<file path="src/rtl/pattern_pkg.sv">
// Shared definitions for the framebuffer pattern generators.
// Holds the pattern mode encodings, the fill FSM state type and a
// helper that derives the per-channel colour width from the pixel width.
package pattern_pkg;

  // Pattern mode encodings as seen on the mode inputs
  localparam logic [1:0] MODE_SOLID = 2'd0;
  localparam logic [1:0] MODE_GRAD  = 2'd1;
  localparam logic [1:0] MODE_CHECK = 2'd2;
  localparam logic [1:0] MODE_LINES = 3'd3;

  // Fill sequencer states
  typedef enum logic {
    ST_IDLE = 1'b0,
    ST_FILL = 1'b1
  } fill_state_e;

  // A pixel is packed as {R, G, B}, each channel a third of the pixel width
  function automatic int chanWidth(input int dataWidth);
    return dataWidth / 3;
  endfunction

endpackage

</file>
<file path="src/rtl/pattern_color.sv">
// Combinational pattern colour generator.
// Maps (mode, x, y, base colour) to one pixel value. Kept free of state so
// other pattern blocks can reuse it.
//
// Ports:
//   mode_i   2           pattern mode (see pattern_pkg)
//   x_i      XW          pixel column
//   y_i      YW          pixel line
//   color_i  DATA_WIDTH  base colour for solid and checkerboard modes
//   pixel_o  DATA_WIDTH  resulting pixel
module pattern_color
  import pattern_pkg::*;
#(
  parameter int DATA_WIDTH = 12,
  parameter int XW         = 9,
  parameter int YW         = 8,
  parameter int CHECK_LOG2 = 3
) (
  input  logic [1:0]            mode_i,
  input  logic [XW-1:0]         x_i,
  input  logic [YW-1:0]         y_i,
  input  logic [DATA_WIDTH-1:0] color_i,
  output logic [DATA_WIDTH-1:0] pixel_o
);

  localparam int CW  = chanWidth(DATA_WIDTH);
  localparam int EW0 = (XW > YW) ? XW : YW;
  localparam int EW1 = (EW0 > CW) ? EW0 : CW;
  localparam int EW  = (EW1 > CHECK_LOG2) ? EW1 : CHECK_LOG2 + 1;

  // Coordinates are zero-extended so narrow counters still fill a channel
  // and always have a checkerboard bit to select.
  logic [EW-1:0] xExt;
  logic [EW-1:0] yExt;
  logic          checkOdd;
  logic          unusedBits;

  assign xExt       = EW'(x_i);
  assign yExt       = EW'(y_i);
  assign checkOdd   = xExt[CHECK_LOG2] ^ yExt[CHECK_LOG2];
  assign unusedBits = ^{xExt, yExt};

  // Select the pixel for the requested pattern; solid is the fallback
  always_comb begin
    pixel_o = color_i;
    case (mode_i)
      MODE_SOLID: pixel_o = color_i;
      MODE_GRAD:  pixel_o = {3{xExt[CW-1:0]}};
      MODE_CHECK: pixel_o = checkOdd ? ~color_i : color_i;
      MODE_LINES: pixel_o = {3{yExt[CW-1:0]}};
      default:    pixel_o = color_i;
    endcase
  end

endmodule

</file>
<file path="src/rtl/pattern_fill_gen.sv">
// Framebuffer pattern fill generator.
// Writes one COLUMNS x LINES frame into a framebuffer write port, one pixel
// per write slot, slots spaced SPEED+1 cycles apart. Can repeat frames.
//
// Ports:
//   clk           system clock
//   i_reset       synchronous active-high reset
//   i_start       start request, honoured only when idle
//   i_mode        pattern mode, latched at each frame start
//   i_color       base colour, latched at each frame start
//   i_continuous  repeat frames; sampled at the end of each frame
//   o_addr        framebuffer write address
//   o_data        framebuffer write data
//   o_write       write strobe, one cycle per pixel
//   o_busy        frame in progress
//   o_frame_done  pulse alongside the last pixel write
module pattern_fill_gen
  import pattern_pkg::*;
#(
  parameter int COLUMNS    = 320,
  parameter int LINES      = 240,
  parameter int ADDR_WIDTH = 17,
  parameter int DATA_WIDTH = 12,
  parameter int SPEED      = 0,
  parameter int CHECK_LOG2 = 3
) (
  input  logic                  clk,
  input  logic                  i_reset,
  input  logic                  i_start,
  input  logic [1:0]            i_mode,
  input  logic [DATA_WIDTH-1:0] i_color,
  input  logic                  i_continuous,
  output logic [ADDR_WIDTH-1:0] o_addr,
  output logic [DATA_WIDTH-1:0] o_data,
  output logic                  o_write,
  output logic                  o_busy,
  output logic                  o_frame_done
);

  localparam int XW = (COLUMNS > 1) ? $clog2(COLUMNS) : 1;
  localparam int YW = (LINES > 1) ? $clog2(LINES) : 1;
  localparam int PW = (SPEED > 0) ? $clog2(SPEED + 1) : 1;

  localparam logic [XW-1:0] X_LAST = XW'(COLUMNS - 1);
  localparam logic [YW-1:0] Y_LAST = YW'(LINES - 1);
  localparam logic [PW-1:0] P_LAST = PW'(SPEED);

  fill_state_e           state_q, state_d;
  logic [XW-1:0]         xCnt_q, xCnt_d;
  logic [YW-1:0]         yCnt_q, yCnt_d;
  logic [ADDR_WIDTH-1:0] pixAddr_q, pixAddr_d;
  logic [PW-1:0]         presc_q, presc_d;
  logic [1:0]            mode_q, mode_d;
  logic [DATA_WIDTH-1:0] color_q, color_d;
  logic [ADDR_WIDTH-1:0] addr_q, addr_d;
  logic [DATA_WIDTH-1:0] data_q, data_d;
  logic                  write_q, write_d;
  logic                  busy_q, busy_d;
  logic                  done_q, done_d;

  logic                  issue;
  logic                  firstPix;
  logic                  lastPix;
  logic [1:0]            patMode;
  logic [DATA_WIDTH-1:0] patColor;
  logic [DATA_WIDTH-1:0] pixel;

  // Counters sit at zero whenever a new frame is about to begin (idle, or
  // just wrapped), so pixel 0 takes its mode/colour straight from the inputs
  // and latches them for the rest of the frame.
  assign firstPix = (xCnt_q == '0) && (yCnt_q == '0);
  assign lastPix  = (xCnt_q == X_LAST) && (yCnt_q == Y_LAST);
  assign patMode  = firstPix ? i_mode : mode_q;
  assign patColor = firstPix ? i_color : color_q;

  pattern_color #(
    .DATA_WIDTH (DATA_WIDTH),
    .XW         (XW),
    .YW         (YW),
    .CHECK_LOG2 (CHECK_LOG2)
  ) u_color (
    .mode_i  (patMode),
    .x_i     (xCnt_q),
    .y_i     (yCnt_q),
    .color_i (patColor),
    .pixel_o (pixel)
  );

  // Next-state logic: decide whether this edge issues a pixel write, then
  // advance the scan counters and register the write outputs.
  always_comb begin
    state_d   = state_q;
    xCnt_d    = xCnt_q;
    yCnt_d    = yCnt_q;
    pixAddr_d = pixAddr_q;
    presc_d   = presc_q;
    mode_d    = mode_q;
    color_d   = color_q;
    addr_d    = addr_q;
    data_d    = data_q;
    write_d   = 1'b0;
    busy_d    = busy_q;
    done_d    = 1'b0;
    issue     = 1'b0;

    case (state_q)
      ST_IDLE: begin
        busy_d = 1'b0;
        if (i_start) begin
          state_d = ST_FILL;
          busy_d  = 1'b1;
          issue   = 1'b1;
        end
      end
      ST_FILL: begin
        busy_d = 1'b1;
        // The cycle after the last pixel decides whether the run goes on
        if (done_q && !i_continuous) begin
          state_d = ST_IDLE;
          busy_d  = 1'b0;
        end else if (presc_q == P_LAST) begin
          issue = 1'b1;
        end else begin
          presc_d = presc_q + PW'(1);
        end
      end
      default: state_d = ST_IDLE;
    endcase

    if (issue) begin
      write_d = 1'b1;
      addr_d  = pixAddr_q;
      data_d  = pixel;
      presc_d = '0;
      if (firstPix) begin
        mode_d  = i_mode;
        color_d = i_color;
      end
      if (lastPix) begin
        done_d    = 1'b1;
        xCnt_d    = '0;
        yCnt_d    = '0;
        pixAddr_d = '0;
      end else begin
        pixAddr_d = pixAddr_q + ADDR_WIDTH'(1);
        if (xCnt_q == X_LAST) begin
          xCnt_d = '0;
          yCnt_d = yCnt_q + YW'(1);
        end else begin
          xCnt_d = xCnt_q + XW'(1);
        end
      end
    end
  end

  // State and output registers; reset aborts any frame in progress
  always_ff @(posedge clk) begin
    if (i_reset) begin
      state_q   <= ST_IDLE;
      xCnt_q    <= '0;
      yCnt_q    <= '0;
      pixAddr_q <= '0;
      presc_q   <= '0;
      mode_q    <= '0;
      color_q   <= '0;
      addr_q    <= '0;
      data_q    <= '0;
      write_q   <= 1'b0;
      busy_q    <= 1'b0;
      done_q    <= 1'b0;
    end else begin
      state_q   <= state_d;
      xCnt_q    <= xCnt_d;
      yCnt_q    <= yCnt_d;
      pixAddr_q <= pixAddr_d;
      presc_q   <= presc_d;
      mode_q    <= mode_d;
      color_q   <= color_d;
      addr_q    <= addr_d;
      data_q    <= data_d;
      write_q   <= write_d;
      busy_q    <= busy_d;
      done_q    <= done_d;
    end
  end

  assign o_addr       = addr_q;
  assign o_data       = data_q;
  assign o_write      = write_q;
  assign o_busy       = busy_q;
  assign o_frame_done = done_q;

endmodule

</file>
<file path="config.mk">
export PLATFORM = sky130hd
export DESIGN_NAME = pattern_fill_gen
export DESIGN_NICKNAME = d
export VERILOG_FILES = /design/src/rtl/pattern_pkg.sv /design/src/rtl/pattern_color.sv /design/src/rtl/pattern_fill_gen.sv
export SDC_FILE = /design/constraint.sdc
export NUM_CORES = 1
export LEC_CHECK = 0
export ABC_AREA = 1
export BUFFER_PORTS_ARGS = -buffer_cell sky130_fd_sc_hd__buf_2
export CAP_MARGIN = 20
export CORE_ASPECT_RATIO = 1.4
export CORE_MARGIN = 2
export CORE_UTILIZATION = 63
export DETAILED_ROUTE_END_ITERATION = 12
export PLACE_DENSITY = 0.85
export SLEW_MARGIN = 0
export SYNTH_ARGS = -nofsm -noshare
export SYNTH_HDL_FRONTEND = slang
export SYNTH_SLANG_ARGS = --single-unit
</file>
<file path="constraint.sdc">
create_clock -name clk -period 2.7 [get_ports clk]
set_input_delay 0.135 -clock clk [delete_from_list [all_inputs] [get_ports clk]]
set_output_delay 0.135 -clock clk [all_outputs]
set_load 0.03 [all_outputs]
</file>
==> Word level (Yosys, flattened, before mapping) <==
Index checks and enable logic that the tools add are counted.
{ "totals": {"in_bits": 18, "word_cells": 55, "reg_bits": 81, "output_inout_bits": 32} }
{ "classes": {"add_sub_neg": 4, "n_eq_ne": 5, "mux": 18, "n_reduce_logical": 12, "bitwise": 5} }
{ "ops": {"columns": ["cell", "n"], "rows": [
  ["one-hot mux 12 bit (4 select lines)", 1],
  ["2-to-1 mux 12 bit", 2],
  ["2-to-1 mux 9 bit", 2],
  ["adder 17 x 1 -> 17 bit, second input constant", 1],
  ["2-to-1 mux 17 bit", 1],
  ["2-to-1 mux 8 bit", 2],
  ["inverter 12 bit", 1],
  ["adder 9 x 1 -> 9 bit, second input constant", 1],
  ["== test 9 bit, second input constant", 1],
  ["logical NOT 9 bit", 1],
  ["adder 8 x 1 -> 8 bit, second input constant", 1],
  ["== test 8 bit, second input constant", 1],
  ["logical NOT 8 bit", 1],
  ["2-to-1 mux 1 bit", 7],
  ["== test 2 bit, second input constant", 2],
  ["one-hot mux 1 bit (2 select lines)", 2],
  ["AND reduction 2 bit", 2],
  ["OR reduction 2 bit", 2],
  ["logical AND 1 bit", 3],
  ["inverter 1 bit", 3],
  ["== test 2 x 1 -> 1 bit, second input constant", 1],
  ["logical NOT 2 bit", 1],
  ["2-to-1 mux 2 bit", 1],
  ["nonzero test 2 bit", 1],
  ["other kinds (3)", 3]
]} }

==> Longest topological paths before layout <==
{ "logic_depth": {"ltp_word": 6, "depth_mapped": 16, "mapped_depth_nobuf": 15} }

==> By module <==
From an unflattened synthesis, not the netlist that was laid out.
{ "hier_totals": {"hier_cells": 628, "hier_area_um2": 4221.5} }
{ "modules_own_cells": {"columns": ["module", "cells_each", "n_inst", "seq_area_each_um2", "area_each_um2"], "rows": [
  ["pattern_fill_gen", 534, 1, 1581.5, 3709.8],
  ["pattern_color", 94, 1, 0.0, 511.7]
]} }

==> Least setup slack after synthesis <==
Ideal clock, no wire load.
{ "synth_timing": {"path_kind": "reg-to-reg", "start": "reg o_write (netlist name)", "end": "reg pixAddr_q[11]", "path_stages_with_launch": 9, "path_buffers": 0, "slack_ps": 932, "setup_time_ps": 116, "t_arrival_ps": 1652, "cell_sequence": "dfxtp_1 inv_1 nand2_1 nand2_2 nor4_2 nand3_1 or2_2 o21ai_0 nor2_1"} }
{ "synth_lines": {"columns": ["element", "line_no", "rtl"], "rows": [
  ["end signal: assignment", "pattern_fill_gen.sv:175", "pixAddr_q <= pixAddr_d;"],
  ["end: declaration", "pattern_fill_gen.sv:51", "logic [ADDR_WIDTH-1:0] pixAddr_q, pixAddr_d;"]
]} }

==> Worst setup path after layout <==
{ "layout_timing": {"start": "reg yCnt_q[0]", "end": "reg data_q[6] (netlist: o_data[6])"} }
{ "layout_via": {"elab_chain_len": 6} }
{ "layout_rtl": {"columns": ["element", "line_no", "rtl"], "rows": [
  ["start: declaration", "pattern_fill_gen.sv:50", "logic [YW-1:0] yCnt_q, yCnt_d;"],
  ["start signal: assignment", "pattern_fill_gen.sv:174", "yCnt_q <= yCnt_d;"],
  ["logical NOT 8 bit *", "pattern_fill_gen.sv:71", "assign firstPix = (xCnt_q == '0) && (yCnt_q == '0);"],
  ["logical AND 1 bit *", "pattern_fill_gen.sv:71", null],
  ["2-to-1 mux 12 bit", null, null],
  ["inverter 12 bit", "pattern_color.sv:49", "MODE_CHECK: pixel_o = checkOdd ? ~color_i : color_i;"],
  ["2-to-1 mux 12 bit", "pattern_color.sv:49", null],
  ["one-hot mux 12 bit (4 select lines) *", "pattern_color.sv:46", "case (mode_i)"],
  ["end signal: assignment", "pattern_fill_gen.sv:180", "data_q <= data_d;"],
  ["end: declaration", "pattern_fill_gen.sv:56", "logic [DATA_WIDTH-1:0] data_q, data_d;"]
]} }
Every way passes the cells marked *; elsewhere a longest branch is shown, timed or not.
A chain may end at the register's enable or synchronous reset.

==> results.txt <==
For the finished layout, the period the worst path requires is around 2.3 ns. The number of vias in the routed layout is approximately 4300. The area of all placed cells without fillers came out at about 4800 sq um. The endpoint type of the worst setup path is a register. The cell sitting at the root of the clock tree is a clkbuf_8. Counting stages on the worst path, the most repeated cell is nand2_1. The remaining max-slew budget at the tightest pin came out at between 40 and 50%.

The run finished with clean final reports. The total wire length after detailed routing came out at around 11 mm. The number of buffers inserted by hold repair at cts is 0.

The final-report setup violation count came out at 0. The number of antenna violations at the first check in global routing is 0. The distinct cell type count of the synthesized netlist came out at 41. For the pin with the worst max-slew slack, the measured transition is ~0.77 ns. The number of input and output port buffers inserted came out at between 40 and 50. Setup total negative slack on the finished layout was measured at 0 ns. The number of instances in the synthesized netlist is roughly 650. The maximum fanout count along the critical path is 18. The internal power contribution is between 0.0015 and 0.002 W. The clock insertion delay at the later pin of the skew report came out at between 0.3 and 0.4 ns. TritonCTS built the clock tree.

After synthesis, the cell types taking the most area are dfxtp_1 36%, nand2_1 14%, nand3_1 9.0%. Detailed placement finished with a half-perimeter wire length of between 7 and 8 mm. The final-report hold violation count came to 0.

The most critical setup path has its startpoint at yCnt_q[0]. The placeable core region came out at ~6700 sq um. The timing-limited maximum frequency is roughly 440 MHz. The sequential area share after synthesis is between 30% and 40%. In this run the most critical hold path is launched from i_start. The buffering stage count on the worst path with inverters included is 2. The startpoint of the worst register-to-register path is yCnt_q[0]. The post-CTS setup buffer count came out at 0. The floorplan step set the die width to about 74 microns. The H-tree level count is 3. The detail-routed net length per standard cell is 14.0 microns. The number of slew-limit violations in the final report came to 0. The proportion of netlist area held by the largest area contributor came out at between 30% and 40%. Setup repair after global routing left no endpoint under its margin. The first global-routing pass estimated ~18 mm of wire. The power spent charging and discharging nets is roughly 0.0011 W.

The mean area per synthesized cell is between 6 and 7 sq um. The antenna diode count came out at 0. The max-capacitance violation count is 0. The clock network is responsible for a little under 30% of the overall power. The clock net in this run drives a total of 79 sinks.

The cell type contributing the most total cell area after synthesis is dfxtp_1. The critical path launch point type is a register. Routability-driven placement finished with a final weighted congestion of about 0.9. Once detail routing completed, the nets flagged for antenna violations numbered 0. The ratio of total power to cell area is 637 nW/um^2.

The placed instance area is 4630 sq um. From synthesis to final layout, the design area changed by 10.9%. The worst min-delay path category is in -> reg.

The data required time of the worst path came out at around 3 ns. The DRC violation total after the first TritonRoute iteration came out at approximately 280. The switching power as a share of total power came out at 36.6%. The vertical die dimension came out at 102 microns. The via count of the first global-routing pass is between 4000 and 5000. The number of placed I/O pins is 50.

The TritonCTS buffer count came out at 9. Synthesis inferred roughly 80 register bits. Cells with a size suffix above 1 make up about 17% of the layout. Counting along the longest clock path gives a buffer depth of 2. The post-synthesis net count is 671.

Fill cells in the final layout number 565. The clock input transition at the sequential cells of the worst setup and hold paths is 0.09 ns. The count of synthesis-stage warnings from yosys is 0. Once the floorplan was initialized, standard cells occupied roughly two thirds of the core. Sequential cells account for 42.3% of the total power. The combinational power share came out at 27.9%.

The largest vdd supply drop came out at slightly below 500 uV. Dividing the detail-routed via count by the number of cells gives 5.52. The post-synthesis instance area came out at ~4400 sq um. The number of placement rows came out at 35.

Among all stages on the critical path, the largest delay is contributed by dfxtp_1. The post-route clock skew is 0.0118 ns. The critical path in this run is classified as reg -> reg. The die outline area is ~7600 sq um. Once the clock tree was built, the resizer swapped 0 gates to a different size. The final hold slack is roughly 0.26 ns. The number of DRC violations after detailed routing is 0. The largest single stage delay on the critical path is about 0.35 ns. The critical path goes through inv_1 -> ha_1 -> nand2_1 -> inv_1 -> nand2_1 -> nor2_8 -> nand2_4 -> nand2_4 -> nand2_4 -> nor2_4 -> nand2_1 -> nand3_1 -> nand2_1 -> a21oi_2. The period utilization is between 80% and 90%. The total grt overflow came out at 0. The cell family contributing the most delay on the critical path is simple AND/OR/NAND/NOR gates.

The first-pass detailed-route iteration total came out at 7. In this run the static leakage power is 2.35 nW. The maximum number of pins on one net before global-route repair came out at 42. The overall fraction of global-route tracks in use is between 30% and 40%. The endpoint arrival time on the critical path came out at about 2.6 ns.

The net count of the finished layout is slightly above 700.
[final timing paths]
kind / slack [ns] / to / depth (start not counted)
worst max-delay path: 0.42 / o_data[6] / 14
worst min-delay path: 0.26 / o_write / 5
worst max register to register: 0.42 / o_data[6] / 14
worst min register to register: 0.47 / o_addr[9] / 2
[cells in the mapped netlist (all sizes together)]
library cell  instances
nor3b                 4
nor4b                 1
a31oi                 4
nor4                  1
buf                  16
o22ai                 1
xnor2                 1
o21ai                26
nand4                 5
ha                    5
inv                  98
or2                   1
a211oi                4
o21a                  3
and3                  1
clkinv                1
nand3b                1
nor3                 20
dfxtp                79
xor2                  2
nor2                 45
o211ai               13
nand3                88
nand2               175
clkbuf               12
a21oi                41
[cell families (layout without fill, tap and decap cells)]
family / count (synthesis) / in the layout / share of synthesized area (%)
simple gates: 342 / 342 / 37.2
fa+ha+maj: 5 / 5 / 1.43
compound gates: 92 / 92 / 12.7
flops: 79 / 79 / 36.3
xor+xnor: 3 / 3 / 0.603
buf+inv: 127 / 171 / 11.8
[flip-flops by register name, summed over array words and instances (netlist names)]
register and flops:
color_q 12, o_write 1, mode_q 2, o_data 12, pixAddr_q 17, yCnt_q 8, o_addr 17, xCnt_q 9
o_frame_done 1
[cell type report]
type	count	area [sq um]	share of cell area, %
Inverter	99	374	7.73
Timing Repair Buffer	56	298	6.16
Clock inverter	7	80.1	1.66
Clock buffer	9	124	2.56
Sequential cell	79	1580	32.7
Tap cell	92	115	2.38
Multi-Input combinational cell	442	2260	46.8
[power groups by stage]
stage	logic, W	clock network [W]	registers, W
floorplan	0.000588	0	0.00141
global placement	0.000839	0	0.00133
detailed placement	0.000853	0	0.00133
CTS	0.000856	0.000928	0.00130
global route	0.000966	0.000974	0.00131
finish	0.000858	0.000918	0.00130
[placed cells by master, fill, tap and decap left out, types with 13 or more instances in the layout]
master | netlist | routed
a21oi_1 | 31 | 31
buf_2 | 7 | 49
dfxtp_1 | 79 | 79
inv_1 | 95 | 95
nand2_1 | 165 | 165
nand3_1 | 78 | 78
nor2_1 | 38 | 38
nor3_1 | 18 | 18
o211ai_1 | 13 | 13
o21ai_0 | 20 | 20
[routing by layer]
metal	track usage [%]	wire, microns	vias up
li1	-	-	2168
met1	33.7	4410	1975
met2	54.5	5520	141
met3	5.82	495	44
met4	17.4	527	0
met5	0	0	-
[tightest hold or removal path: stages]
cell and delay [ns]:
buf_2 0.07, inv_1 0.03, nand2_1 0.06, nand2_2 0.16
nor2_1 0.13
[per-stage QoR]
stage | total power [W] | worst slack [ns] | utilization, % | std cells
after floorplan | 0.00200 | 0.932 | - | 648
after CTS | 0.00309 | 0.410 | 72.7 | 784
after detailed placement | 0.00218 | 0.425 | 69.6 | 768
final | 0.00308 | 0.416 | 72.7 | 784
after global routing | 0.00325 | 0.222 | 72.7 | 784
after global placement | 0.00216 | 0.543 | 69.6 | 768
No activity file was read; power rests on OpenSTA's default activity.
